`src/rtl/systolic_skew_feeder.sv`:
```
// Row-to-diagonal skew feeder for a systolic array: lane k delays column k by k
// advances, then zero-fills the tail of each matrix during FLUSH.
module systolic_skew_feeder #(
  parameter int BitSize     = 8,
  parameter int NumOfInputs = 4
) (
  input  logic                           clk,
  input  logic                           res,
  input  logic                           in_valid,
  input  logic                           in_last,
  input  logic [NumOfInputs*BitSize-1:0] in_data,
  output logic                           in_ready,
  output logic                           out_valid,
  output logic                           out_start,
  output logic                           out_done,
  output logic [NumOfInputs*BitSize-1:0] out_data
);
  localparam int CntW = $clog2(NumOfInputs) + 1;
  // Count value on the final FLUSH advance (n-1 advances in total).
  localparam logic [CntW-1:0] FlushLast = CntW'((NumOfInputs > 1) ? NumOfInputs - 2 : 0);

  typedef enum logic [1:0] {IDLE, STREAM, FLUSH} state_t;

  state_t             state_reg;
  logic [CntW-1:0]    flush_cnt_reg;
  logic               flushing;
  logic               acc;
  logic               adv;
  logic               first_row;
  logic               done_bit;
  logic [BitSize-1:0] tap [NumOfInputs];

  assign flushing  = (state_reg == FLUSH);
  assign in_ready  = !flushing;
  assign acc       = in_valid & in_ready;
  assign adv       = acc | flushing;
  assign first_row = acc & (state_reg == IDLE);
  assign done_bit  = (NumOfInputs == 1) ? (acc & in_last)
                                        : (flushing & (flush_cnt_reg == FlushLast));

  always_ff @(posedge clk) begin
    if (res) begin
      state_reg     <= IDLE;
      flush_cnt_reg <= '0;
      out_valid     <= 1'b0;
      out_start     <= 1'b0;
      out_done      <= 1'b0;
    end else begin
      out_valid <= adv;
      out_start <= adv & first_row;
      out_done  <= adv & done_bit;
      case (state_reg)
        IDLE, STREAM: begin
          if (acc) begin
            if (!in_last) begin
              state_reg <= STREAM;
            end else if (NumOfInputs > 1) begin
              state_reg     <= FLUSH;
              flush_cnt_reg <= '0;
            end else begin
              state_reg <= IDLE;
            end
          end
        end
        FLUSH: begin
          if (flush_cnt_reg == FlushLast) state_reg <= IDLE;
          flush_cnt_reg <= flush_cnt_reg + 1'b1;
        end
        default: state_reg <= IDLE;
      endcase
    end
  end

  genvar gi;
  generate
    for (gi = 0; gi < NumOfInputs; gi++) begin : g_lane
      logic [BitSize-1:0] lane_in;
      assign lane_in = flushing ? '0 : in_data[(NumOfInputs-gi)*BitSize-1 -: BitSize];
      if (gi == 0) begin : g_direct
        assign tap[gi] = lane_in;
      end else begin : g_delay
        logic [BitSize-1:0] line_reg [gi];
        always_ff @(posedge clk) begin
          if (res) begin
            for (int j = 0; j < gi; j++) line_reg[j] <= '0;
          end else if (adv) begin
            line_reg[0] <= lane_in;
            for (int j = 1; j < gi; j++) line_reg[j] <= line_reg[j-1];
          end
        end
        assign tap[gi] = line_reg[gi-1];
      end
    end
  endgenerate

  always_ff @(posedge clk) begin
    if (res) begin
      out_data <= '0;
    end else if (adv) begin
      for (int k = 0; k < NumOfInputs; k++)
        out_data[(NumOfInputs-k)*BitSize-1 -: BitSize] <= tap[k];
    end
  end
endmodule

```
`config.mk`:
```
export PLATFORM = sky130hd
export DESIGN_NAME = systolic_skew_feeder
export DESIGN_NICKNAME = d
export VERILOG_FILES = /design/src/rtl/systolic_skew_feeder.sv
export SDC_FILE = /design/constraint.sdc
export NUM_CORES = 1
export LEC_CHECK = 0
export CORE_ASPECT_RATIO = 0.9
export CORE_MARGIN = 10
export CORE_UTILIZATION = 40
export DETAILED_ROUTE_END_ITERATION = 7
export HOLD_SLACK_MARGIN = 0.1
export PLACE_DENSITY = 0.75
export SYNTH_ARGS = -nofsm -noshare
export SYNTH_HDL_FRONTEND = slang
export SYNTH_SLANG_ARGS = --single-unit
```
`constraint.sdc`:
```
create_clock -name clk -period 2.7 [get_ports clk]
set_input_delay 0.54 -clock clk [delete_from_list [all_inputs] [get_ports clk]]
set_output_delay 0.54 -clock clk [all_outputs]
set_load 0.02 [all_outputs]
```
==> run summary, run 1 <==
Adder and majority gate portion of the synthesized area: 0.811%
Placed cell area: 3930 um2
Post-synth EDFFs: 48
Vert. Die Dim: 103 um
Area contributors post-synth: edfxtp_1 (47%), dfxtp_1 (26%), and2_1 (9.7%)
Vias: 1785
CTS Hold Bufs: 0
First-pass GRT wire length: 8850 um
Dpl ws: 0.658 ns
Die width: 113 um
Final Hold Vio Count: 0
Crit path kind: flip-flop to output port
Fin crit period: 2.21 ns
Die Area: 11600 um2
Post-synth ARST share: 0%
Largest register FFs: 48
Clock Latency Late Sink: 0.34 ns
Post-synthesis net count: 248
Crit path DAT: 1.67 ns
Clock sinks: 88
Yosys cell types: 25
Crit path max-delay cell type: clkdlybuf4s50_1
Top FF cell, synth: edfxtp_1
Hold Crit Class: flip-flop to flip-flop
Drt initial violations: 49
Routed WL: 5510 um
Largest family of logic cells by synthesized area: simple AND/OR/NAND/NOR gates
Initial core utilization: 41.1%
Final setup vio count: 0
PostCTS Resize Cnt: 0
I/O pin count: 72
CTS buffer count: 9
Synth Cell Area: 3080 um2
Final #Nets: 324
Root Driver: clkbuf_8
Yosys top cell by area: edfxtp_1
Syn_area_per_cell: 14.7 um2
Per-cell routed wire length: 14.2 um
Final Skew: 0.00870 ns
Seq/Total Area, Yosys: 72.7%
TritonCTS clock tree: yes
Slack of the critical path: 0.486 ns
Crit path capture type: output port
Startpoint type of the worst setup path: flip-flop
Pre-antenna DRT Iters: 4
Core box area: 7510 um2
Pwr per Cell Area: 656 nW/um2
Vias in the first global route: 1868
Global-route usage over all layers: 9.43%
GRT overflow: 0
Final hold slack: 0.456 ns
Synthesis-stage register bit count: 88
Unrepaired setup endpoints after global routing: no
Worst-Margin Slew: 0.345 ns
Layout area overhead: 34.0%
Dpl hpwl: 3850 um
Fin crit share: 82.0%
Synth top area share: 46.7%
Mux cell area share after synthesis: 0%
Setup bufs post-CTS: 0
Htree depth: 3
IO Port Bufs: 71
Setup TNS: 0 ns
Max-slew headroom: 77.0%
Compound-Gate Fraction of Synth Area: 10.4%
Worst-path fanout max: 8
Achievable frequency: 452 MHz
Ys Warns: 0
FP Rows: 30
Clk buf depth: 2
Leak Pwr: 0.00159 uW
Initial antenna violation count: 0
Tot Pwr: 2710 uW
Simple-gate area share of the yosys netlist: 13.0%
WP data required: 2.16 ns
Peak supply drop: 0.292 mV
Vias per cell: 4.61
Gpl congestion: 0.649
Synth Instances: 210
Antenna fix cells: 0
Cells along the critical path: nor2b_1, buf_4, inv_4, clkdlybuf4s50_1
Status: finished, final reports clean
Pin count of the biggest net entering global routing: 50
Max Cap Violations: 0
Post-synth top cells: and2_1 (48), edfxtp_1 (48), dfxtp_1 (40), a22o_1 (32), buf_2 (7)
Clk pin slew, worst setup/hold paths: 0.09 ns
XOR/XNOR share of the synthesized area: 0%
Share of cells above drive strength 1: 9.62%
Antenna Nets Post-Route: 0
Delay of the slowest cell on the worst path: 0.60 ns
Final Cell Area: 4130 um2
Fin. max-slew vios: 0
Post-route DRC violation count: 0
[worst max-delay path: cells and delay by family (launching register included)]
family                 cells  cell delay (ns)
buffers and inverters      3             0.86
DFF                        1             0.34
and+or+nand+nor            1             0.13
[placed cells by master (no fill, tap or decap), types with 2 or more instances in the layout]
cell type        synthesis  layout
a21oi_1                  3       3
nand2b_1                 2       2
inv_1                    3       2
buf_4                    1       5
o21ai_0                  2       2
a22o_1                  32      32
edfxtp_1                48      48
dfxtp_1                 40      40
nor3_1                   2       2
clkbuf_8                 0      10
nor3_4                   0       2
nand2_1                  3       3
and2_1                  48      48
clkdlybuf4s50_1          0      71
nor4_1                   2       2
ha_1                     2       2
clkinvlp_4               0       2
buf_12                   0       2
nand3_1                  2       2
[layer usage]
metal | vias up | share of wire, % | global-route usage, %
met3 | 5 | 9.9 | 4.56
met4 | 0 | 1.3 | 4.97
met2 | 54 | 49 | 15.6
met5 | - | 0 | 0
li1 | 905 | - | -
met1 | 821 | 40 | 9.87
[path summary, 6_finish.rpt]
| check | from | end | slack (ns) | cells after the start |
|---|---|---|---|---|
| max | state_reg[1] | in_ready | 0.49 | 4 |
| min | g_lane[2].g_delay.line_reg[1][2] | out_data[10] | 0.46 | 1 |
| max reg2reg | state_reg[1] | g_lane[3].g_delay.line_reg[0][5] | 1.14 | 5 |
| min reg2reg | g_lane[2].g_delay.line_reg[1][2] | out_data[10] | 0.46 | 1 |
[cell families (layout without fill, tap and decap cells)]
family,after synthesis,after routing
compound gates,38,38
fa+ha+maj,2,2
buf+inv,17,98
flops,88,88
simple gates,65,65
[metrics by stage]
stage,utilization [%],std cells
CTS,55.1,387
detailed placement,52.3,371
floorplan,-,210
global placement,52.3,371
finish,55.1,387
global route,55.1,387
[layout make-up]
cell class / instances / area, um2
Fill cell: 663 / 3370
Timing Repair Buffer: 78 / 788
Clock buffer: 10 / 138
Inverter: 4 / 17.5
Multi-Input combinational cell: 105 / 759
Sequential cell: 88 / 2240
Clock inverter: 6 / 67.6
Tap cell: 96 / 120
[power breakdown]
group	internal [uW]	leakage [uW]	switching (uW)
clock network	456	0.0000989	448
logic	144	0.000625	129
registers	1510	0.000864	29.1
total	2110	0.00159	606
Note: power is estimated with default switching activity, not from simulation.
==> inputs of run 2 (changes only) <==
==> constraint.sdc (replaced) <==
create_clock -name clk -period 2.1 [get_ports clk]
set_input_delay 0.42 -clock clk [delete_from_list [all_inputs] [get_ports clk]]
set_output_delay 0.42 -clock clk [all_outputs]
set_load 0.02 [all_outputs]
==> run 2 against run 1 <==
  * Core utilization grew 0.42 points
  * Combinational power grew 30%
  * Hold slack improved by 0.00087 ns
  * Non-clock buffer count grew 1
  * Flip-flop and latch count unchanged
  * Critical endpoint unchanged
  * Largest power group unchanged
  * Highest routed layer unchanged
==> run summary, run 2 (synthesis results as in run 1) <==
Gpl congestion: 0.650
Finished Layout Cells: 388
FF-to-FF setup slack: 0.55 ns
Pwr per Cell Area: 839 nW/um2
Final #Nets: 325
FP Rows: 30
Root Driver: clkbuf_8
GRT overflow: 0
Fin crit period: 1.97 ns
R2R depth: 5
Uppermost routed layer: met4
Crit path kind: flip-flop to output port
Pin count of the biggest net entering global routing: 50
Antenna fix cells: 0
Vias: 1802
Reg-to-Reg End: g_lane[2].g_delay.line_reg[0][7]
Fin. max-slew vios: 0
Crit path DAT: 1.55 ns
Global-route usage over all layers: 9.56%
Die Area: 11600 um2
Setup TNS: 0 ns
Vias in the first global route: 1835
Metal3 WL: 698 um
Vert. Die Dim: 103 um
Delay of the slowest cell on the worst path: 0.54 ns
Max Cap Violations: 0
Final Skew: 0.00800 ns
Core box area: 7510 um2
Htree depth: 3
Crit path max-delay cell type: clkdlybuf4s50_1
Hold Crit Class: flip-flop to flip-flop
Max-slew headroom: 76.6%
Achievable frequency: 508 MHz
Share of cells above drive strength 1: 9.93%
Status: finished, final reports clean
Min-Delay Endpoint: out_data[13]
Final Hold Vio Count: 0
Routed WL: 5400 um
I/O pin count: 72
Clock sinks: 88
PostCTS Resize Cnt: 0
Drt initial violations: 65
Per-cell routed wire length: 13.9 um
Antenna Nets Post-Route: 0
WP data required: 1.68 ns
Fin crit share: 93.8%
Leak Pwr: 0.00160 uW
Worst r2r src: state_reg[1]
Crit path capture type: output port
Largest register FFs: 48
Initial antenna violation count: 0
TritonCTS clock tree: yes
Worst-Margin Slew: 0.350 ns
Setup bufs post-CTS: 0
M1 WL: 2090 um
WL met2: 2530 um
Layout area overhead: 35.0%
Startpoint type of the worst setup path: flip-flop
Pre-antenna DRT Iters: 4
Vias per cell: 4.64
Die width: 113 um
Most frequent cells in the layout: clkdlybuf4s50_1 (71), and2_1 (48), edfxtp_1 (48), dfxtp_1 (40), a22o_1 (32)
Unrepaired setup endpoints after global routing: no
Hold Path Cell Cnt: 1
Hold_sp: g_lane[2].g_delay.line_reg[1][5]
Worst-path fanout max: 5
Initial core utilization: 41.1%
Placed cell count: 372
First-pass GRT wire length: 8750 um
Clk buf depth: 2
Dpl hpwl: 3790 um
Post-route DRC violation count: 0
IO Port Bufs: 71
CTS buffer count: 9
Final setup vio count: 0
Clk pin slew, worst setup/hold paths: 0.09 ns
Clock Latency Late Sink: 0.34 ns
Most common cell after layout, fill and taps aside: clkdlybuf4s50_1
Cells along the critical path: nor2b_2, inv_4, clkdlybuf4s50_1
Peak supply drop: 0.575 mV
CTS Hold Bufs: 0
[run 2: metrics by stage]
stage / power, uW / util (%) / hold WS, ns / cell area, um2 / setup WS (ns)
3_3_place_gp: 2370 / 52.6 / 0.439 / 3950 / 0.231
5_1_grt: 3650 / 55.5 / 0.478 / 4160 / 0.0237
4_1_cts: 3550 / 55.4 / 0.461 / 4160 / 0.0466
6_report: 3490 / 55.5 / 0.457 / 4160 / 0.130
3_5_place_dp: 2380 / 52.6 / 0.443 / 3950 / 0.185
2_1_floorplan: 2190 / - / 0.420 / 3100 / 0.00249
[run 2: critical path: cells and delay by family, from the launching register on]
kind,cells,cell delay [ns]
and+or+nand+nor,1,0.23
DFF,1,0.37
buffers and inverters,2,0.61
[run 2: where the power goes]
part           switching, uW  total, uW  internal [uW]
clock                    582       1170            584
combinational            166        356            190
sequential              37.4       1970           1940
total                    785       3490           2710
[run 2: area by class of cell]
class | instances | area (um2)
Multi-Input combinational cell | 105 | 762
Sequential cell | 88 | 2240
Fill cell | 632 | 3340
Timing Repair Buffer | 79 | 808
Clock inverter | 4 | 32.5
Clock buffer | 12 | 178
Inverter | 4 | 21.3
Tap cell | 96 | 120
[run 2: how the worst max path moves through the flow]
stage | startpoint | to | slack [ns] | cells after the start
2_1_floorplan | res | g_lane[1].g_delay.line_reg[0][0] | 0.002 | 4
6_report | state_reg[1] | in_ready | 0.13 | 3
4_1_cts | state_reg[1] | in_ready | 0.05 | 3
3_5_place_dp | in_valid | g_lane[1].g_delay.line_reg[0][0] | 0.18 | 5
5_1_grt | state_reg[1] | in_ready | 0.02 | 3
3_3_place_gp | in_valid | g_lane[3].g_delay.line_reg[2][1] | 0.23 | 4
[run 2: per-layer routing]
layer  global-route usage (%)  vias to the layer above
met2                     15.2                       54
met1                     9.19                      831
li1                         -                      911
met4                     4.68                        0
met3                     6.98                        6
met5                        0                        -
==> edit (flow settings as in run 1) <==
Set the parameter `BitSize` to 4 (it was 8).
--- a/src/rtl/systolic_skew_feeder.sv
+++ b/src/rtl/systolic_skew_feeder.sv
@@ -1,7 +1,7 @@
 // Row-to-diagonal skew feeder for a systolic array: lane k delays column k by k
 // advances, then zero-fills the tail of each matrix during FLUSH.
 module systolic_skew_feeder #(
-  parameter int BitSize     = 8,
+  parameter int BitSize     = 4,
   parameter int NumOfInputs = 4
 ) (
   input  logic                           clk,
Interface: changed (resized in_data and out_data); port bits go from 72 to 40. No check against the original RTL was run, so the function may have changed too.
==> edit against run 1 <==
Count of clock-buffer cells in the layout is 4 lower. Cell count is 41% lower. Synthesized area is 43% lower. Routed wire length is 40% lower. Sequential cell count is 40 lower. Setup slack worse by 6.5 ps. Clock power is 44% lower. Utilization is 0.13 points higher. Fmax is 0.29% lower. Total power is 45% lower. Synthesized cell count is 41% lower. Cell area is 45% lower. Largest power group unchanged.
==> edit: results (changes against run 1) <==
* Outcome: finished, final reports clean (unchanged)
* Peak supply drop at 0.216 mV (was 0.292 mV)
* Setup WS pre-CTS at 378 ps (was 658 ps)
* Total Routing Usage GR at 0.0933 (was 0.0943)
* Cell Area, Placed at 2190 µm² (was 3930 µm²)
* Worst hold-check path type: reg -> reg (unchanged)
* Routability Congestion at 0.670 (was 0.649)
* H-tree levels at 2 (was 3)
* Tmin final at 2220 ps (was 2210 ps)
* Largest net degree at the start of global routing at 26 (was 50)
* Post-route design area at 2290 µm² (was 4130 µm²)
* Iter 0 DRT Violations at 58 (was 49)
* Mean post-synth cell area at 14.1 µm² (was 14.7 µm²)
* Vias after detailed routing at 1068 (was 1785)
* Leakage at 0.871 nW (was 1.59 nW)
* Worst-path fanout max at 6 (was 8)
* Fill cells at 352 (was 663)
* Mapped Nets at 146 (was 248)
* Worst R2R Setup Slack at 900 ps (was 1140 ps)
* P_int at 1.17 mW (was 2.11 mW)
* Wire per inst at 14.4 µm (was 14.2 µm)
* Register-to-Register Path Depth at 4 (was 5)
* Hold Path Sink: out_data[1]$_SDFFE_PP0P_ (was out_data[10]$_SDFFE_PP0P_)
* PortBufs at 39 (was 71)
* CTS Buf Count at 5 (was 9)
* Synth unique cells at 28 (was 25)
* Largest register FFs at 24 (was 48)
* Top post-synthesis cells by area: edfxtp_1 41%, dfxtp_1 28%, and2_1 8.6% (was edfxtp_1 47%, dfxtp_1 26%, and2_1 9.7%)
* Reg2reg start: state_reg[0]$_SDFFE_PP0P_ (was state_reg[1]$_SDFFE_PP0P_)
* NumNets Final at 189 (was 324)
* First-pass GRT wire length at 5.18 mm (was 8.85 mm)
* Sequential area share after synthesis at 0.688 (was 0.727)
* Placed Cells at 220 (was 371)
* Clock Skew at 11.1 ps (was 8.70 ps)
* Min-delay src: g_lane[3].g_delay.line_reg[2][1]$_SDFFCE_PN0P_ (was g_lane[2].g_delay.line_reg[1][2]$_SDFFCE_PN0P_)
* Post-DP HPWL at 2.29 mm (was 3.85 mm)
* Leading cell types by count after synthesis: 24 x and2_1, 24 x dfxtp_1, 24 x edfxtp_1 (was 48 x and2_1, 48 x edfxtp_1, 40 x dfxtp_1)
==> edit: cell types whose count changed in the layout (fill, tap and decap cells not counted), sizes merged, moves of 2 or more <==
cell and change:
a22o -16, and2 -24, buf -5, clkbuf -4, clkdlybuf4s50 -32, clkinvlp -2
dfxtp -16, edfxtp -24, nand2b +2, nor2 +3, nor4 -2, o21ai -2
==> edit: area by class of cell <==
type | instances | area, µm² | share of cell area
sequential | 48 | 1200 | 0.524
multi-input combinational | 67 | 489 | 0.213
timing repair buffer | 41 | 405 | 0.177
tap | 60 | 75.1 | 0.0327
clock buffer | 6 | 72.6 | 0.0316
clock inverter | 2 | 35.0 | 0.0153
inverter | 4 | 15.0 | 0.00655
==> edit: logic make-up after synthesis <==
group                    synth area share
buffers and inverters              0.0315
AND/OR/NAND/NOR                     0.148
XOR/XNOR                          0.00502
adder cells (fa/ha/maj)            0.0143
flip-flops                          0.688
AO/OA/AOI/OAI                       0.113
==> edit: power groups by stage <==
| stage | Sequential, mW | Clock, mW | Combinational, mW |
|---|---|---|---|
| global route | 0.841 | 0.544 | 0.167 |
| global placement | 0.848 | 0 | 0.151 |
| detailed placement | 0.851 | 0 | 0.155 |
| finish | 0.835 | 0.502 | 0.153 |
| floorplan | 0.865 | 0 | 0.0653 |
| CTS | 0.835 | 0.509 | 0.156 |
==> edit: worst register-to-register path, cell delays in order, from the launching register on <==
cell	delay [ps]
dfxtp_1	420
and2b_4	240
nor3_4	520
inv_1	90
buf_4	250
==> edit: per-layer routing <==
layer  track usage  vias to the layer above  share of wire
met5             0                        -              0
met4        0.0476                        0          0.021
met3        0.0440                        4          0.079
met2         0.156                       28           0.49
met1        0.0970                      508           0.41
li1              -                      528              -
